<file path="src/rtl/ps2_key_decoder.sv">
// PS/2 keyboard receiver, byte FIFO and scan-code set 2 decoder.
// Define PS2_PARITY_CHECK_EN to reject frames with bad odd parity.
module ps2_key_decoder #(
    parameter int TIMEOUT_CYCLES = 50000,
    parameter int FIFO_DEPTH     = 8
) (
    input  logic       clk,
    input  logic       clrn,
    input  logic       ps2_clk,
    input  logic       ps2_data,
    output logic [7:0] key_code,
    output logic       key_valid,
    output logic       is_extended,
    output logic       is_shift,
    output logic       is_capital,
    output logic       overflow,
    output logic       parity_err
);

    localparam int TO_W  = (TIMEOUT_CYCLES > 1) ? $clog2(TIMEOUT_CYCLES) : 1;
    localparam int PTR_W = $clog2(FIFO_DEPTH);
    localparam logic [TO_W-1:0] TO_LAST = TO_W'(TIMEOUT_CYCLES - 1);

    localparam logic [7:0] B_EXT   = 8'hE0;
    localparam logic [7:0] B_BRK   = 8'hF0;
    localparam logic [7:0] B_LSH   = 8'h12;
    localparam logic [7:0] B_RSH   = 8'h59;
    localparam logic [7:0] B_CAPS  = 8'h58;

    typedef enum logic [1:0] {
        S_IDLE,
        S_BRK,
        S_EXT,
        S_EXT_BRK
    } state_t;

    // ---------------- synchronizers ----------------
    logic [2:0] kclk_sync_q, kclk_sync_d;
    logic [2:0] kdat_sync_q, kdat_sync_d;
    logic       kclk_fall;
    logic       bit_in;

    always_comb begin
        kclk_sync_d = {kclk_sync_q[1:0], ps2_clk};
        kdat_sync_d = {kdat_sync_q[1:0], ps2_data};
    end

    assign kclk_fall = (kclk_sync_q[2:1] == 2'b10);
    assign bit_in    = kdat_sync_q[1];

    always_ff @(posedge clk or negedge clrn) begin
        if (!clrn) begin
            kclk_sync_q <= 3'b111;
            kdat_sync_q <= 3'b111;
        end else begin
            kclk_sync_q <= kclk_sync_d;
            kdat_sync_q <= kdat_sync_d;
        end
    end

    // ---------------- frame receiver ----------------
    logic [3:0]      bit_cnt_q, bit_cnt_d;
    logic [9:0]      shift_q, shift_d;
    logic [TO_W-1:0] to_cnt_q, to_cnt_d;
    logic            wr_pend_q, wr_pend_d;
    logic [7:0]      wr_byte_q, wr_byte_d;
    logic [10:0]     frame;
    logic            framing_ok;
    logic            frame_ok;

    assign frame      = {bit_in, shift_q};
    assign framing_ok = !frame[0] && frame[10];

`ifdef PS2_PARITY_CHECK_EN
    logic perr_q, perr_d;

    assign frame_ok   = framing_ok && (^frame[9:1]);
    assign parity_err = perr_q;

    always_ff @(posedge clk or negedge clrn) begin
        if (!clrn) perr_q <= 1'b0;
        else       perr_q <= perr_d;
    end

    always_comb begin
        perr_d = 1'b0;
        if (kclk_fall && bit_cnt_q == 4'd10 && !frame_ok)
            perr_d = 1'b1;
    end
`else
    logic unused_parity_bit;

    assign unused_parity_bit = frame[9];
    assign frame_ok          = framing_ok;
    assign parity_err        = 1'b0;
`endif

    always_comb begin
        bit_cnt_d = bit_cnt_q;
        shift_d   = shift_q;
        to_cnt_d  = to_cnt_q;
        wr_pend_d = 1'b0;
        wr_byte_d = wr_byte_q;
        if (kclk_fall) begin
            to_cnt_d = '0;
            if (bit_cnt_q == 4'd10) begin
                bit_cnt_d = 4'd0;
                if (frame_ok) begin
                    wr_pend_d = 1'b1;
                    wr_byte_d = frame[8:1];
                end
            end else begin
                bit_cnt_d = bit_cnt_q + 4'd1;
                shift_d   = {bit_in, shift_q[9:1]};
            end
        end else if (bit_cnt_q != 4'd0) begin
            // Stalled partial frame: drop it silently
            if (to_cnt_q == TO_LAST) begin
                bit_cnt_d = 4'd0;
                to_cnt_d  = '0;
            end else begin
                to_cnt_d = to_cnt_q + 1'b1;
            end
        end
    end

    always_ff @(posedge clk or negedge clrn) begin
        if (!clrn) begin
            bit_cnt_q <= 4'd0;
            shift_q   <= '0;
            to_cnt_q  <= '0;
            wr_pend_q <= 1'b0;
            wr_byte_q <= 8'h00;
        end else begin
            bit_cnt_q <= bit_cnt_d;
            shift_q   <= shift_d;
            to_cnt_q  <= to_cnt_d;
            wr_pend_q <= wr_pend_d;
            wr_byte_q <= wr_byte_d;
        end
    end

    // ---------------- byte FIFO ----------------
    logic [7:0]     mem_q [FIFO_DEPTH];
    logic [PTR_W:0] wr_ptr_q, wr_ptr_d;
    logic [PTR_W:0] rd_ptr_q, rd_ptr_d;
    logic           overflow_q, overflow_d;
    logic           fifo_empty;
    logic           fifo_full;
    logic           do_wr;
    logic           pop;
    logic           pop_hold;
    logic [7:0]     rd_byte;

    // Held low in silicon; a bench may force it to stall the decoder
    assign pop_hold = 1'b0;

    assign fifo_empty = (wr_ptr_q == rd_ptr_q);
    assign fifo_full  = (wr_ptr_q[PTR_W] != rd_ptr_q[PTR_W]) &&
                        (wr_ptr_q[PTR_W-1:0] == rd_ptr_q[PTR_W-1:0]);
    assign do_wr      = wr_pend_q && !fifo_full;
    assign pop        = !fifo_empty && !pop_hold;
    assign rd_byte    = mem_q[rd_ptr_q[PTR_W-1:0]];

    always_comb begin
        wr_ptr_d   = wr_ptr_q;
        rd_ptr_d   = rd_ptr_q;
        overflow_d = overflow_q;
        if (do_wr)
            wr_ptr_d = wr_ptr_q + 1'b1;
        if (pop)
            rd_ptr_d = rd_ptr_q + 1'b1;
        if (wr_pend_q && fifo_full)
            overflow_d = 1'b1;
    end

    always_ff @(posedge clk) begin
        if (do_wr)
            mem_q[wr_ptr_q[PTR_W-1:0]] <= wr_byte_q;
    end

    always_ff @(posedge clk or negedge clrn) begin
        if (!clrn) begin
            wr_ptr_q   <= '0;
            rd_ptr_q   <= '0;
            overflow_q <= 1'b0;
        end else begin
            wr_ptr_q   <= wr_ptr_d;
            rd_ptr_q   <= rd_ptr_d;
            overflow_q <= overflow_d;
        end
    end

    // ---------------- scan-code decoder ----------------
    state_t     state_q, state_d;
    logic [7:0] key_code_q, key_code_d;
    logic       is_ext_q, is_ext_d;
    logic       key_valid_q, key_valid_d;
    logic       lsh_q, lsh_d;
    logic       rsh_q, rsh_d;
    logic       caps_q, caps_d;
    logic       caps_held_q, caps_held_d;
    logic       code_ev;
    logic       ev_brk;
    logic       ev_ext;

    always_comb begin
        state_d = state_q;
        code_ev = 1'b0;
        ev_brk  = 1'b0;
        ev_ext  = 1'b0;
        if (pop) begin
            unique case (state_q)
                S_IDLE: begin
                    if (rd_byte == B_EXT)      state_d = S_EXT;
                    else if (rd_byte == B_BRK) state_d = S_BRK;
                    else                       code_ev = 1'b1;
                end
                S_EXT: begin
                    if (rd_byte == B_BRK) begin
                        state_d = S_EXT_BRK;
                    end else begin
                        code_ev = 1'b1;
                        ev_ext  = 1'b1;
                        state_d = S_IDLE;
                    end
                end
                S_BRK: begin
                    code_ev = 1'b1;
                    ev_brk  = 1'b1;
                    state_d = S_IDLE;
                end
                S_EXT_BRK: begin
                    code_ev = 1'b1;
                    ev_brk  = 1'b1;
                    ev_ext  = 1'b1;
                    state_d = S_IDLE;
                end
                default: state_d = S_IDLE;
            endcase
        end
    end

    always_comb begin
        key_code_d  = key_code_q;
        is_ext_d    = is_ext_q;
        key_valid_d = 1'b0;
        lsh_d       = lsh_q;
        rsh_d       = rsh_q;
        caps_d      = caps_q;
        caps_held_d = caps_held_q;
        if (code_ev) begin
            unique case (1'b1)
                (!ev_ext && rd_byte == B_LSH): lsh_d = !ev_brk;
                (!ev_ext && rd_byte == B_RSH): rsh_d = !ev_brk;
                (ev_ext && rd_byte == B_LSH): begin
                    // Fake shift emitted around extended keys
                end
                (!ev_ext && rd_byte == B_CAPS): begin
                    if (ev_brk) begin
                        caps_held_d = 1'b0;
                    end else begin
                        if (!caps_held_q)
                            caps_d = !caps_q;
                        caps_held_d = 1'b1;
                    end
                end
                default: begin
                    if (!ev_brk) begin
                        key_code_d  = rd_byte;
                        is_ext_d    = ev_ext;
                        key_valid_d = 1'b1;
                    end else if (rd_byte == key_code_q &&
                                 ev_ext == is_ext_q) begin
                        key_code_d = 8'h00;
                        is_ext_d   = 1'b0;
                    end
                end
            endcase
        end
    end

    always_ff @(posedge clk or negedge clrn) begin
        if (!clrn) begin
            state_q     <= S_IDLE;
            key_code_q  <= 8'h00;
            is_ext_q    <= 1'b0;
            key_valid_q <= 1'b0;
            lsh_q       <= 1'b0;
            rsh_q       <= 1'b0;
            caps_q      <= 1'b0;
            caps_held_q <= 1'b0;
        end else begin
            state_q     <= state_d;
            key_code_q  <= key_code_d;
            is_ext_q    <= is_ext_d;
            key_valid_q <= key_valid_d;
            lsh_q       <= lsh_d;
            rsh_q       <= rsh_d;
            caps_q      <= caps_d;
            caps_held_q <= caps_held_d;
        end
    end

    assign key_code    = key_code_q;
    assign key_valid   = key_valid_q;
    assign is_extended = is_ext_q;
    assign is_shift    = lsh_q | rsh_q;
    assign is_capital  = caps_q;
    assign overflow    = overflow_q;

endmodule

</file>
<file path="config.mk">
export PLATFORM = sky130hd
export DESIGN_NAME = ps2_key_decoder
export DESIGN_NICKNAME = d
export VERILOG_FILES = /design/src/rtl/ps2_key_decoder.sv
export SDC_FILE = /design/constraint.sdc
export NUM_CORES = 1
export LEC_CHECK = 0
export CAP_MARGIN = 25
export CORE_MARGIN = 10
export CORE_UTILIZATION = 30
export CTS_BUF_LIST = sky130_fd_sc_hd__clkbuf_4 sky130_fd_sc_hd__clkbuf_8
export DETAILED_ROUTE_END_ITERATION = 6
export PLACE_DENSITY_LB_ADDON = 0.08
export SLEW_MARGIN = 20
export SYNTH_ARGS = -nofsm -noshare
export SYNTH_HDL_FRONTEND = slang
export SYNTH_SLANG_ARGS = --single-unit
export TNS_END_PERCENT = 50
</file>
<file path="constraint.sdc">
create_clock -name clk -period 3.7 [get_ports clk]
set_clock_uncertainty 0.15 [all_clocks]
set_input_delay 0.74 -clock clk [delete_from_list [all_inputs] [get_ports clk]]
set_output_delay 0.74 -clock clk [all_outputs]
set_load 0.05 [all_outputs]
</file>
==> results of run 1 <==
## kinds of logic after synthesis
kind of cell | count (synthesis)
other | 1
and+or+nand+nor | 166
muxes | 32
xor gates and xnor gates | 28
adders and majority gates | 6
DFF | 133
AOI/OAI and AO/OA | 45
buffers and inverters | 22
## flip-flops by register name, indices dropped and copies added, names as in the netlist, 2 cells and up
signal and flops:
mem_q 64, to_cnt_q 16, shift_q 10, key_code 8
wr_byte_q 8, bit_cnt_q 4, rd_ptr_q 4, wr_ptr_q 4
kclk_sync_q 3, kdat_sync_q 2, state_q 2
## cells in the final DEF, fill, tap and decap left out, types with 3 or more instances in the layout
cell	instances
a22o_1	5
and2_1	4
and3_1	6
buf_4	14
bufinv_16	3
clkbuf_8	20
clkdlybuf4s50_1	15
dfrtp_1	64
dfstp_2	5
edfxtp_1	64
ha_1	6
inv_1	6
inv_4	6
mux2_2	3
mux2_4	3
mux2i_1	6
mux4_1	3
mux4_2	13
nand2_1	81
nand2b_1	9
nand3_1	11
nand4_1	3
nor2_1	22
nor2b_1	5
nor3_1	7
o21ai_0	17
o2bb2ai_1	4
o31ai_1	4
xnor2_1	12
xor2_1	16
## per-layer routing
metal	GRT usage (%)	wire length, um	up-vias
li1	-	-	1629
met1	14.2	6350	1710
met2	14.9	5750	32
met3	2.89	317	9
met4	3.29	117	0
met5	0	0	-
## per-stage QoR
stage,power [W],setup WS [ns],utilization (%),instances
2_1_floorplan,0.00281,0.857,-,433
3_3_place_gp,0.00315,0.688,33.4,708
3_5_place_dp,0.00316,0.594,33.4,708
4_1_cts,0.00448,0.572,35.7,740
5_1_grt,0.00466,0.308,35.8,741
6_report,0.00441,0.611,35.8,741
## final cells by class
| cell class | count | area [um^2] |
|---|---|---|
| Clock inverter | 12 | 145 |
| Inverter | 8 | 30.0 |
| Tap cell | 260 | 325 |
| Clock buffer | 20 | 275 |
| Multi-Input combinational cell | 278 | 2030 |
| Timing Repair Buffer | 30 | 283 |
| Sequential cell | 133 | 3650 |
| Fill cell | 1856 | 12100 |
## worst max-delay path by stage
stage,from,endpoint,slack (ns),cells past startpoint
after floorplan,rd_ptr_q[0]$_DFFE_PN0P_,mem_q[1][0]$_DFFE_PP_,0.86,7
after global placement,rd_ptr_q[2]$_DFFE_PN0P_,key_code[7]$_DFFE_PN0P_,0.69,8
after detailed placement,rd_ptr_q[2]$_DFFE_PN0P_,key_code[5]$_DFFE_PN0P_,0.59,8
after CTS,rd_ptr_q[2]$_DFFE_PN0P_,key_code[0]$_DFFE_PN0P_,0.57,8
after global routing,rd_ptr_q[2]$_DFFE_PN0P_,is_extended$_DFFE_PN0P_,0.31,8
final,rd_ptr_q[2]$_DFFE_PN0P_,key_code[0]$_DFFE_PN0P_,0.61,8
## power by group
part	switching, W	internal (W)	leakage, nW
registers	0.000192	0.00169	1.46
clock network	0.000577	0.000720	0.221
logic	0.000697	0.000525	0.966
total	0.00147	0.00294	2.64
==> results.sh, run 1 <==
export IMPL_status="complete, no violations"
export IMPL_grt_pass1_wl_mm=20.2
export IMPL_yosysMostFrequentCell="nand2_1"
export IMPL_synthArstFlopShare_pct=51.9
export IMPL_netlist_area_um2=5800
export IMPL_synth_top_family_by_area="simple AND/OR/NAND/NOR gates"
export IMPL_hold_class="primary input to asynchronous set/reset pin"
export IMPL_antennaDiodeCount=0
export IMPL_syn_avg_cell_area_um2=13.4
export IMPL_stdcell_area_um2=6750
export IMPL_clockBufferDepth=2
export IMPL_die_area_um2=25300
export IMPL_ioPinCount=18
export IMPL_clkSinkCount=133
export IMPL_cts_resized=0
export IMPL_fp_row_count=50
export IMPL_seq_area_frac_synth_pct=63.0
export IMPL_initial_core_util_pct=30.8
export IMPL_slew_headroom_pct=37.0
export IMPL_finalSetupViolCount=0
export IMPL_r2r_start="rd_ptr_q[2]$_DFFE_PN0P_"
export IMPL_grt_usage_pct=10.2
export IMPL_crit_type="register to register"
export IMPL_synth_edff_count=64
export IMPL_final_hold_viol_count=0
export IMPL_drtIter0Drc=227
export IMPL_place_congestion=0.750
export IMPL_whs_ns=0.0594
export IMPL_ys_types=61
export IMPL_antenna_left=0
export IMPL_overflow=0
export IMPL_chipHeight_um=159
export IMPL_synth_xor_xnor_area_share_pct=4.23
export IMPL_synth_fp_nets=443
export IMPL_rsz0062_at_grt="false"
export IMPL_min_period_ns=3.09
export IMPL_coreArea_um2=18800
export IMPL_syn2layout_area_growth_pct=16.3
export IMPL_r2r_setup_slack_ns=0.61
export IMPL_cp_cell_sequence="buf_4 > nor2b_1 > a22oi_1 > o22ai_1 > nand4_2 > o2111ai_2 > nand2b_1 > a22o_1"
export IMPL_cp_slowest_stage_delay_ns=0.84
export IMPL_crit_arrival_ns=3.32
export IMPL_power_density_nw_per_um2=653
export IMPL_cp_end_kind="register"
export IMPL_wire_per_inst_um=16.9
export IMPL_worst_r2r_endpoint="key_code[0]$_DFFE_PN0P_"
export IMPL_clkTransAtPathRegs_ns=0.08
export IMPL_synthMuxAreaShare_pct=9.97
export IMPL_peakVddDrop_mv=0.218
export IMPL_final_setup_tns_ns=0
export IMPL_ys_warn_count=0
export IMPL_path_delay_family="compound AO/OA/AOI/OAI gates"
export IMPL_synthFlopType="edfxtp_1"
export IMPL_wl_mm=12.5
export IMPL_cp_num_buf_inv=1
export IMPL_worstMarginPinSlew_ns=0.941
export IMPL_yosysTopAreaCell="edfxtp_1"
export IMPL_synth_area_leaders="edfxtp_1, dfrtp_1, nand2_1"
export IMPL_synth_fa_ha_area_share_pct=1.29
export IMPL_finalCritPeriodShare_pct=83.5
export IMPL_crit_fanout=16
export IMPL_ys_ff_latch=133
export IMPL_clock_latency_ns=0.44
export IMPL_reg2reg_depth=8
export IMPL_grt_pass1_vias=3502
export IMPL_grt_max_degree=70
export IMPL_yosys_top_cells_count="nand2_1, dfrtp_1, edfxtp_1"
export IMPL_io_buffers=16
export IMPL_synth_top_area_share_pct=33.1
export IMPL_cts_tree="done"
export IMPL_cp_start_kind="register"
export IMPL_cts_max_level=4
export IMPL_vias=3380
export IMPL_syn_inst=433
export IMPL_finalMaxSlewViolations=0
export IMPL_dieWidth_um=159
export IMPL_antenna_found_initial=0
export IMPL_placed_area_um2=6300
export IMPL_first_pass_iters=4
export IMPL_nets=478
export IMPL_numCtsBuffers=17
export IMPL_drive_gt1_share_pct=17.7
export IMPL_crit_slowest_cell="dfrtp_1"
export IMPL_drc=0
export IMPL_drv_cap=0
export IMPL_cts_root_buf="clkbuf_8"
export IMPL_synth_compound_area_share_pct=5.50
export IMPL_max_freq_mhz=324
export IMPL_cts_setup_buffers=0
export IMPL_yosys_area_share_simple_pct=14.0
export IMPL_ctsHoldBuffers=0
export IMPL_p_leak_nw=2.64
export IMPL_hpwl_mm=8.57
export IMPL_via_per_inst=4.56
export IMPL_required_ns=3.93
Power figures use the tool's default switching activity.
==> run 2: changes to the inputs <==
==> constraint.sdc (replaced) <==
create_clock -name clk -period 2.7 [get_ports clk]
set_clock_uncertainty 0.15 [all_clocks]
set_input_delay 0.54 -clock clk [delete_from_list [all_inputs] [get_ports clk]]
set_output_delay 0.54 -clock clk [all_outputs]
set_load 0.05 [all_outputs]
==> results.sh, run 2 (same netlist as run 1, synthesis figures left out) <==
export IMPL_cp_num_buf_inv=1
export IMPL_final_hold_viol_count=0
export IMPL_finalSetupViolCount=0
export IMPL_grt_pass1_wl_mm=20.7
export IMPL_nets=502
export IMPL_final_common_cell="nand2_1"
export IMPL_power_density_nw_per_um2=877
export IMPL_chipHeight_um=159
export IMPL_antenna_found_initial=0
export IMPL_cp_start_kind="register"
export IMPL_largest_reg_flops=64
export IMPL_hpwl_mm=8.81
export IMPL_drc=0
export IMPL_status="complete, no violations"
export IMPL_grt_max_degree=36
export IMPL_cp_end_kind="register"
export IMPL_io_buffers=16
export IMPL_crit_type="register to register"
export IMPL_crit_slowest_cell="mux4_2"
export IMPL_worstSetupPathDepth=8
export IMPL_fp_row_count=50
export IMPL_first_pass_iters=4
export IMPL_antenna_left=0
export IMPL_drtIter0Drc=172
export IMPL_numCtsBuffers=17
export IMPL_hold_class="register to register"
export IMPL_path_delay_family="multiplexers"
export IMPL_cts_tree="done"
export IMPL_overflow=0
export IMPL_die_area_um2=25300
export IMPL_vias=3499
export IMPL_ioPinCount=18
export IMPL_crit_fanout=9
export IMPL_grt_usage_pct=10.4
export IMPL_finalCritPeriodShare_pct=98.1
export IMPL_wl_mm=12.7
export IMPL_holdPathStages=0
export IMPL_max_freq_mhz=378
export IMPL_cts_root_buf="clkbuf_8"
export IMPL_reg2reg_depth=8
export IMPL_drive_gt1_share_pct=21.6
export IMPL_cp_slowest_stage_delay_ns=0.51
export IMPL_initial_core_util_pct=30.8
export IMPL_dieWidth_um=159
export IMPL_final_cell_mix="nand2_1, edfxtp_1, dfrtp_1"
export IMPL_final_setup_tns_ns=0
export IMPL_antennaDiodeCount=0
export IMPL_clkTransAtPathRegs_ns=0.07
export IMPL_wire_per_inst_um=16.6
export IMPL_clkSinkCount=133
export IMPL_cts_max_level=4
export IMPL_drv_cap=0
export IMPL_syn2layout_area_growth_pct=20.2
export IMPL_min_period_ns=2.65
export IMPL_finalMaxSlewViolations=0
export IMPL_whs_ns=0.210
export IMPL_clockBufferDepth=2
export IMPL_worstMarginPinSlew_ns=0.518
export IMPL_slew_headroom_pct=65.4
export IMPL_fillers=1841
export IMPL_via_per_inst=4.57
export IMPL_place_congestion=0.734
export IMPL_coreArea_um2=18800
export IMPL_crit_arrival_ns=2.81
export IMPL_peakVddDrop_mv=0.332
export IMPL_cp_cell_sequence="buf_8 > mux4_2 > mux2_4 > xnor2_1 > nand4_1 > o31ai_2 > nand2b_2 > a22o_1"
export IMPL_clock_latency_ns=0.43
export IMPL_rsz0062_at_grt="true"
export IMPL_p_leak_nw=2.78
export IMPL_grt_pass1_vias=3577
export IMPL_required_ns=2.86
run 2: worst paths after layout:
kind | start | end | slack [ns]
worst min-delay path | kdat_sync_q[0]$_DFF_PN1_ | kdat_sync_q[1]$_DFF_PN1_ | 0.21
worst max register to register | rd_ptr_q[1]$_DFFE_PN0P_ | key_code[3]$_DFFE_PN0P_ | 0.05
worst min register to register | kdat_sync_q[0]$_DFF_PN1_ | kdat_sync_q[1]$_DFF_PN1_ | 0.21
min in group asynchronous | clrn | rd_ptr_q[3]$_DFFE_PN0P_ | 0.47
worst max-delay path | rd_ptr_q[1]$_DFFE_PN0P_ | key_code[3]$_DFFE_PN0P_ | 0.05
max in group asynchronous | clrn | kclk_sync_q[2]$_DFF_PN1_ | 1.32
run 2: through the flow:
stage | cells | instance area [um^2] | power, W | utilization [%] | setup slack, ns
final | 765 | 6970 | 0.00611 | 37.0 | 0.0512
after global routing | 765 | 6970 | 0.00647 | 37.0 | -0.0962
after CTS | 763 | 6920 | 0.00616 | 36.8 | 0.00606
after floorplan | 433 | 5800 | 0.00385 | - | -0.141
after global placement | 729 | 6520 | 0.00451 | 34.6 | -0.0168
after detailed placement | 729 | 6520 | 0.00452 | 34.6 | -0.0446
run 2: routing by layer:
layer | global-route usage [%] | vias up | routed length [um] | part of all wire [%]
li1 | - | 1686 | - | -
met1 | 14.9 | 1765 | 6500 | 51
met2 | 14.8 | 38 | 5680 | 45
met3 | 2.74 | 10 | 393 | 3.1
met4 | 3.54 | 0 | 119 | 0.94
met5 | 0 | - | 0 | 0
run 2: what timing repair did:
action / 4_1_cts / 5_1_grt
setup endpoints to repair: 9 / 12
buffers inserted: 1 / 2
hold buffers: 1 / 0
cloned: 0 / 0
gates resized for setup: 4 / 8
pin swaps: 0 / 9
hold endpoints to repair: 32 / 0
run 2: cell type report:
cell class / instances / area [um^2] / area share [%]
flip-flops and latches: 133 / 3660 / 52.4
inverters: 8 / 32.5 / 0.467
clock inverters: 12 / 113 / 1.62
repair buffers: 54 / 523 / 7.50
clock buffers: 20 / 256 / 3.68
multi-input cells: 278 / 2070 / 29.6
well taps: 260 / 325 / 4.67
run 2: worst reg2reg max path: stages (launching register included):
cell and delay [ns]:
dfrtp_2 0.41, buf_8 0.15, mux4_2 0.51, mux2_4 0.33, xnor2_1 0.18, nand4_1 0.14, o31ai_2 0.28, nand2b_2 0.18
a22o_1 0.21
run 2: power by group:
part / leakage (nW) / total [W] / switching [W] / internal [W]
Combinational: 1.15 / 0.00202 / 0.00110 / 0.000925
Clock: 0.183 / 0.00157 / 0.000741 / 0.000831
Sequential: 1.45 / 0.00252 / 0.000190 / 0.00233
Total: 2.78 / 0.00611 / 0.00203 / 0.00408
